[config.mk]
export PLATFORM = sky130hd
export DESIGN_NAME = uart_rx_fifo_flat
export DESIGN_NICKNAME = d
export VERILOG_FILES = /design/src/rtl/uart_rx_fifo_if.sv /design/src/rtl/uart_rx_fifo.sv /design/src/flat_wrapper.sv
export SDC_FILE = /design/constraint.sdc
export NUM_CORES = 1
export LEC_CHECK = 0
export ABC_AREA = 1
export BUFFER_PORTS_ARGS = -buffer_cell sky130_fd_sc_hd__buf_2
export CELL_PAD_IN_SITES_DETAIL_PLACEMENT = 1
export CELL_PAD_IN_SITES_GLOBAL_PLACEMENT = 2
export CORE_ASPECT_RATIO = 0.5
export CORE_MARGIN = 3
export CORE_UTILIZATION = 39
export CTS_CLUSTER_DIAMETER = 80
export DETAILED_ROUTE_END_ITERATION = 10
export PLACE_DENSITY_LB_ADDON = 0.1
export SLEW_MARGIN = 0
export SYNTH_ARGS = -nofsm -noshare
export SYNTH_HDL_FRONTEND = slang
export SYNTH_SLANG_ARGS = --single-unit
[constraint.sdc]
create_clock -name clk -period 2.8 [get_ports clk]
set_clock_uncertainty 0.1 [all_clocks]
set_input_delay 0.42 -clock clk [delete_from_list [all_inputs] [get_ports clk]]
set_output_delay 0.42 -clock clk [all_outputs]
set_load 0.01 [all_outputs]
[src/rtl/uart_rx_fifo_if.sv]
// Consumer-side handshake of the UART receiver: show-ahead FIFO head plus
// per-entry error flags, popped with valid/ready.
interface uart_rx_fifo_if #(
    parameter int DATA_BITS = 8
);
    logic [DATA_BITS-1:0] dout;
    logic                 data_valid;
    logic                 data_ready;
    logic                 parity_error;
    logic                 framing_error;

    modport master (
        output dout, data_valid, parity_error, framing_error,
        input  data_ready
    );

    modport slave (
        input  dout, data_valid, parity_error, framing_error,
        output data_ready
    );
endinterface

[src/rtl/uart_rx_fifo.sv]
// Parametrised async serial receiver: 16x oversampling, 3-sample majority vote,
// configurable data/parity/stop bits, received words queued in a show-ahead FIFO.
module uart_rx_fifo #(
    parameter int CLK_FREQUENCY = 100000000,
    parameter int BAUD_RATE     = 19200,
    parameter int DATA_BITS     = 8,
    parameter int PARITY_EN     = 1,
    parameter int STOP_BITS     = 1,
    parameter int FIFO_DEPTH    = 4
) (
    input  logic           clk,
    input  logic           rst,
    input  logic           rx_in,
    input  logic           odd,
    uart_rx_fifo_if.master m_if,
    output logic           overrun,
    output logic           busy
);
    localparam int TICK_DIV = CLK_FREQUENCY / (BAUD_RATE * 16);
    localparam int TW       = (TICK_DIV > 1) ? $clog2(TICK_DIV) : 1;
    localparam int AW       = $clog2(FIFO_DEPTH);
    localparam int CW       = AW + 1;
    localparam int EW       = DATA_BITS + 2;

    typedef enum logic [2:0] {
        S_IDLE, S_START, S_DATA, S_PARITY, S_STOP, S_PUSH
    } state_t;

    state_t               r_state, w_state_next;
    logic                 r_sync1, r_sync2, w_rxs;
    logic [TW-1:0]        r_tick_cnt;
    logic [3:0]           r_samp_cnt;
    logic [1:0]           r_samp;
    logic                 w_tick, w_decide, w_bit;
    logic [DATA_BITS-1:0] r_data;
    logic [3:0]           r_bit_cnt;
    logic                 r_stop_cnt;
    logic                 r_perr, r_ferr;

    logic [EW-1:0]        r_mem [FIFO_DEPTH];
    logic [AW-1:0]        r_wr_ptr, r_rd_ptr;
    logic [CW-1:0]        r_count;
    logic                 r_overrun;
    logic                 w_push, w_pop, w_wr, w_full, w_valid;
    logic [EW-1:0]        w_entry, w_head;

    // NOTE: sequential state always uses non-blocking assignments so every flop
    // samples the pre-edge values, independent of block evaluation order.
    always_ff @(posedge clk or posedge rst) begin
        if (rst) begin
            r_sync1 <= 1'b1;
            r_sync2 <= 1'b1;
        end else begin
            r_sync1 <= rx_in;
            r_sync2 <= r_sync1;
        end
    end
    assign w_rxs = r_sync2;

    // Bit timing restarts from zero on every start edge.
    always_ff @(posedge clk or posedge rst) begin
        if (rst) begin
            r_tick_cnt <= '0;
            r_samp_cnt <= '0;
            r_samp     <= '0;
        end else if (r_state == S_IDLE) begin
            r_tick_cnt <= '0;
            r_samp_cnt <= '0;
        end else begin
            r_tick_cnt <= w_tick ? '0 : r_tick_cnt + TW'(1);
            if (w_tick) begin
                r_samp_cnt <= r_samp_cnt + 4'd1;
                if (r_samp_cnt == 4'd7) r_samp[0] <= w_rxs;
                if (r_samp_cnt == 4'd8) r_samp[1] <= w_rxs;
            end
        end
    end

    assign w_tick   = (r_state != S_IDLE) && (r_tick_cnt == TW'(TICK_DIV - 1));
    assign w_decide = w_tick && (r_samp_cnt == 4'd9);
    assign w_bit    = (r_samp[0] & r_samp[1]) | (r_samp[0] & w_rxs) | (r_samp[1] & w_rxs);

    always_ff @(posedge clk or posedge rst) begin
        if (rst) r_state <= S_IDLE;
        else     r_state <= w_state_next;
    end

    // NOTE: the next state gets its default before the case so no path leaves it
    // unassigned, which would otherwise infer a latch.
    always_comb begin
        w_state_next = r_state;
        unique case (r_state)
            S_IDLE:   if (!w_rxs) w_state_next = S_START;
            S_START:  if (w_decide) w_state_next = w_bit ? S_IDLE : S_DATA;
            S_DATA:   if (w_decide && r_bit_cnt == 4'(DATA_BITS - 1))
                          w_state_next = (PARITY_EN != 0) ? S_PARITY : S_STOP;
            S_PARITY: if (w_decide) w_state_next = S_STOP;
            S_STOP:   if (w_decide && r_stop_cnt == 1'(STOP_BITS - 1))
                          w_state_next = S_PUSH;
            S_PUSH:   w_state_next = S_IDLE;
            default:  w_state_next = S_IDLE;
        endcase
    end

    always_ff @(posedge clk or posedge rst) begin
        if (rst) begin
            r_data     <= '0;
            r_bit_cnt  <= '0;
            r_stop_cnt <= 1'b0;
            r_perr     <= 1'b0;
            r_ferr     <= 1'b0;
        end else if (w_decide) begin
            unique case (r_state)
                S_START: begin
                    r_bit_cnt  <= '0;
                    r_stop_cnt <= 1'b0;
                    r_perr     <= 1'b0;
                    r_ferr     <= 1'b0;
                end
                S_DATA: begin
                    r_data    <= {w_bit, r_data[DATA_BITS-1:1]};
                    r_bit_cnt <= r_bit_cnt + 4'd1;
                end
                S_PARITY: r_perr <= (w_bit != (^r_data ^ odd));
                S_STOP: begin
                    if (!w_bit) r_ferr <= 1'b1;
                    r_stop_cnt <= r_stop_cnt + 1'b1;
                end
                default: ;
            endcase
        end
    end

    assign w_push  = (r_state == S_PUSH);
    assign w_valid = (r_count != '0);
    assign w_full  = (r_count == CW'(FIFO_DEPTH));
    assign w_pop   = w_valid && m_if.data_ready;
    assign w_wr    = w_push && (!w_full || w_pop);
    assign w_entry = {r_data, r_perr, r_ferr};

    // NOTE: storage is not reset; entries are only observable through w_valid,
    // so clearing them would add reset fan-out for no functional gain.
    always_ff @(posedge clk) begin
        if (w_wr) r_mem[r_wr_ptr] <= w_entry;
    end

    always_ff @(posedge clk or posedge rst) begin
        if (rst) begin
            r_wr_ptr  <= '0;
            r_rd_ptr  <= '0;
            r_count   <= '0;
            r_overrun <= 1'b0;
        end else begin
            if (w_wr)  r_wr_ptr <= r_wr_ptr + AW'(1);
            if (w_pop) r_rd_ptr <= r_rd_ptr + AW'(1);
            if (w_wr && !w_pop)      r_count <= r_count + CW'(1);
            else if (!w_wr && w_pop) r_count <= r_count - CW'(1);
            r_overrun <= w_push && !w_wr;
        end
    end

    assign w_head             = r_mem[r_rd_ptr];
    assign m_if.data_valid    = w_valid;
    assign m_if.dout          = w_valid ? w_head[EW-1:2] : '0;
    assign m_if.parity_error  = w_valid & w_head[1];
    assign m_if.framing_error = w_valid & w_head[0];
    assign overrun            = r_overrun;
    assign busy               = (r_state != S_IDLE);
endmodule

[src/flat_wrapper.sv]
// flat-port wrapper written by rule: the top's interface ports become plain ports
module uart_rx_fifo_flat 
#(
    parameter int CLK_FREQUENCY = 100000000,
    parameter int BAUD_RATE     = 19200,
    parameter int DATA_BITS     = 8,
    parameter int PARITY_EN     = 1,
    parameter int STOP_BITS     = 1,
    parameter int FIFO_DEPTH    = 4
)
  (clk, rst, rx_in, odd, overrun, busy, m_if_dout, m_if_data_valid, m_if_parity_error, m_if_framing_error, m_if_data_ready);
  uart_rx_fifo_if #(.DATA_BITS(DATA_BITS)) m_if_i ();
  input  logic clk;
  input  logic rst;
  input  logic rx_in;
  input  logic odd;
  output logic overrun;
  output logic busy;
  output wire logic [$bits(m_if_i.dout)-1:0] m_if_dout;
  output wire logic [$bits(m_if_i.data_valid)-1:0] m_if_data_valid;
  output wire logic [$bits(m_if_i.parity_error)-1:0] m_if_parity_error;
  output wire logic [$bits(m_if_i.framing_error)-1:0] m_if_framing_error;
  input wire logic [$bits(m_if_i.data_ready)-1:0] m_if_data_ready;
  assign m_if_dout = m_if_i.dout;
  assign m_if_data_valid = m_if_i.data_valid;
  assign m_if_parity_error = m_if_i.parity_error;
  assign m_if_framing_error = m_if_i.framing_error;
  assign m_if_i.data_ready = m_if_data_ready;
  uart_rx_fifo #(.CLK_FREQUENCY(CLK_FREQUENCY), .BAUD_RATE(BAUD_RATE), .DATA_BITS(DATA_BITS), .PARITY_EN(PARITY_EN), .STOP_BITS(STOP_BITS), .FIFO_DEPTH(FIFO_DEPTH)) u_core (.clk(clk), .rst(rst), .rx_in(rx_in), .odd(odd), .m_if(m_if_i), .overrun(overrun), .busy(busy));
endmodule
==> out/results.txt <==
largest delay contributor family on the critical path: flip-flops
max-slew violation count: 0
post-layout util: 47.0%
syn nets: 453
Least-Margin Pin Slew: 0.950 ns
Mapped Area: 0.00398 sq mm
Post-CTS Resized: 0
Root Buffer Master: clkbuf_16
number of vias per cell: 4.81
most common library cells after synthesis: 87 x nand2_1, 73 x nor2_1, 53 x inv_1, 41 x dfrtp_1, 40 x edfxtp_1
CP Data Required Time: 2.28 ns
gr usage total: 16.5%
die span in x: 149 um
fraction of registers with async set/reset: 51.8%
worst r2r path cells: 8
R2R Setup Slk: 0.55 ns
area leader, netlist: edfxtp_1
Die Y: 77.4 um
crit path capture type: primary output
area of the multi-input gates: 0.00143 sq mm
post-synth cell types: 36
dpl ws: 0.525 ns
DP HPWL: 6130 um
clock transition at the registers of the reported paths: 0.06 ns
row count: 25
CTS Buffer Depth: 2
Crit Path Category: register to primary output
initial antenna violation count: 0
sequential cell area fraction in the yosys report: 57.3%
Crit Path Max Fanout: 11
Final ANT Viol Nets: 0
Initial DRC Count: 86
CP cell instances: inv_1 > nor2_1 > o21ai_0 > a21oi_1 > buf_2
# port buffers: 17
fillers: 1138
crit path to: m_if_dout[7]
FMAX: 424 MHz
layout cells sized above 1: 13.5%
clock sinks: 83
final hold violation count: 0
Max-cap violations: 0
Reg-to-Reg Start: u_core.r_count[0]$_DFFE_PP0P_
top_reg_cell synth: dfrtp_1
post-CTS setup repair buffer count: 0
number of buffers created by CTS: 9
Fin Setup TNS: 0 ns
global placer's final weighted congestion: 0.793
register area: 0.00228 sq mm
worst reg2reg endpoint: u_core.r_count[1]$_DFFE_PP0P_
most frequent cell after synthesis: nand2_1
diode count: 0
starting density of the core: 41.1%
final worst path period share: 84.3%
LEAKAGE: 2.13 nW
I/O pin total: 18
drt pass-1 iters: 4
top cell type's share of synthesized area: 30.2%
Clk Latency, worst-skew pair: 0.34 ns
RSZ-0062 raised after global routing: no
final period demand of the worst path: 2.36 ns
CP max-delay cell: dfrtp_1
Mapped Cells: 436
Slew headroom: 36.6%
status: completed
worst hold path type: input pin to register
Final #Nets: 480
critical path arrival: 1.84 ns
Critical path origin: u_core.r_rd_ptr[1]$_DFFE_PP0P_
routed wire length: 8580 um
yosys warns: 0
Synth Area per Inst: 9.12 sq um
vias in the first global route: 3058
Largest stage delay, worst path: 0.60 ns
WL/cell: 14.2 um
Setup crit start kind: register
final worst slack: 0.440 ns
via count: 2900
Levels on crit path: 5
total gr overflow: 0
H-tree depth: 3
Area Overhead vs Synth: 14.2%
PwrDens: 717 mW/mm^2
Post-route DRC: 0
Final Non-Filler Cells: 603
number of enable flip-flop cells after synthesis: 40
VDD IR max: 0.307 mV
Core Region: 0.00967 sq mm
die area: 0.0115 sq mm
largest net degree at the start of global routing: 44
worst hold slack: 0.0775 ns
setup violators final: 0
hold_buf cts: 0
dpl cells: 587
CP bufs+invs: 2
synthesized flop and latch total: 83
largest cells by area after synthesis: edfxtp_1 30%, dfrtp_1 26%, nand2_1 8.2%
TritonCTS clock tree: yes
first-pass GRT wire length: 15100 um
[where the power goes]
| group | internal (mW) | switching (mW) | leakage, nW |
|---|---|---|---|
| Clock | 0.697 | 0.487 | 0.145 |
| Combinational | 0.273 | 0.432 | 0.990 |
| Sequential | 1.31 | 0.0570 | 0.993 |
| Total | 2.28 | 0.975 | 2.13 |
[per-stage QoR]
step	total power, mW	instance area, sq um
floorplan	1.85	3980
global placement	2.07	4240
detailed placement	2.11	4240
CTS	3.32	4540
global route	3.47	4540
finish	3.26	4540
[cell families after synthesis]
family,Yosys count,share of synthesized area (%)
AOI/OAI and AO/OA,61,8.15
xor gates and xnor gates,7,1.54
adders and majority gates,12,3.96
buffers and inverters,68,6.70
DFF,83,57.3
muxes,1,0.283
and+or+nand+nor,204,22.0
[sequential cells by signal, summed over array words and instances, names as in the netlist]
signal and cells:
u_core.r_mem 40, u_core.r_tick_cnt 9, u_core.r_data 8, u_core.r_bit_cnt 4
u_core.r_samp_cnt 4, u_core.r_count 3, u_core.r_state 3, u_core.r_rd_ptr 2
u_core.r_samp 2, u_core.r_wr_ptr 2, u_core.overrun 1, u_core.r_ferr 1
u_core.r_perr 1, u_core.r_stop_cnt 1, u_core.r_sync1 1, u_core.r_sync2 1
[worst reg2reg max path: stages (launching register included)]
cell,delay (ns)
dfrtp_1,0.43
nor2_1,0.16
nand3_1,0.11
nand2_1,0.22
inv_1,0.11
ha_1,0.21
inv_1,0.10
fa_1,0.43
mux2_2,0.27
[layer usage]
layer  track usage, %  wire length, um  part of all wire, %
met5                0                0                    0
met4             4.57               90                  1.0
met3             4.08              250                  2.9
met2             29.0             4210                   49
met1             20.6             4030                   47
[area by class of cell]
class,instances,share of cell area [%]
Multi-Input combinational cell,285,31.5
Sequential cell,83,50.2
Inverter,60,4.96
Tap cell,135,3.72
Clock buffer,9,4.96
Clock inverter,7,1.65
Timing Repair Buffer,24,3.03
[how the worst min path moves through the flow]
stage	to	from	slack, ns	depth (start not counted)
global placement	u_core.r_sync2$_DFF_PP1_	u_core.r_sync1$_DFF_PP1_	0.25	0
finish	u_core.r_sync1$_DFF_PP1_	rx_in	0.08	1
detailed placement	u_core.r_sync2$_DFF_PP1_	u_core.r_sync1$_DFF_PP1_	0.25	0
global route	u_core.r_sync1$_DFF_PP1_	rx_in	0.06	1
CTS	u_core.r_sync1$_DFF_PP1_	rx_in	0.06	1
floorplan	u_core.r_sync2$_DFF_PP1_	u_core.r_sync1$_DFF_PP1_	0.25	0
[cells in the final DEF (no fill, tap or decap), types with 5 or more instances in the layout]
master      n
o21ai_0    33
inv_2       7
nand3_1    16
o21ai_1     5
nor3_1     11
buf_2      17
edfxtp_1   40
a21oi_1    17
nand2_2     5
xor2_1      5
buf_4       7
dfrtp_1    41
inv_1      52
ha_1       11
clkbuf_16   9
nor2_1     73
nand2_1    87
No activity file was read; power rests on OpenSTA's default activity.
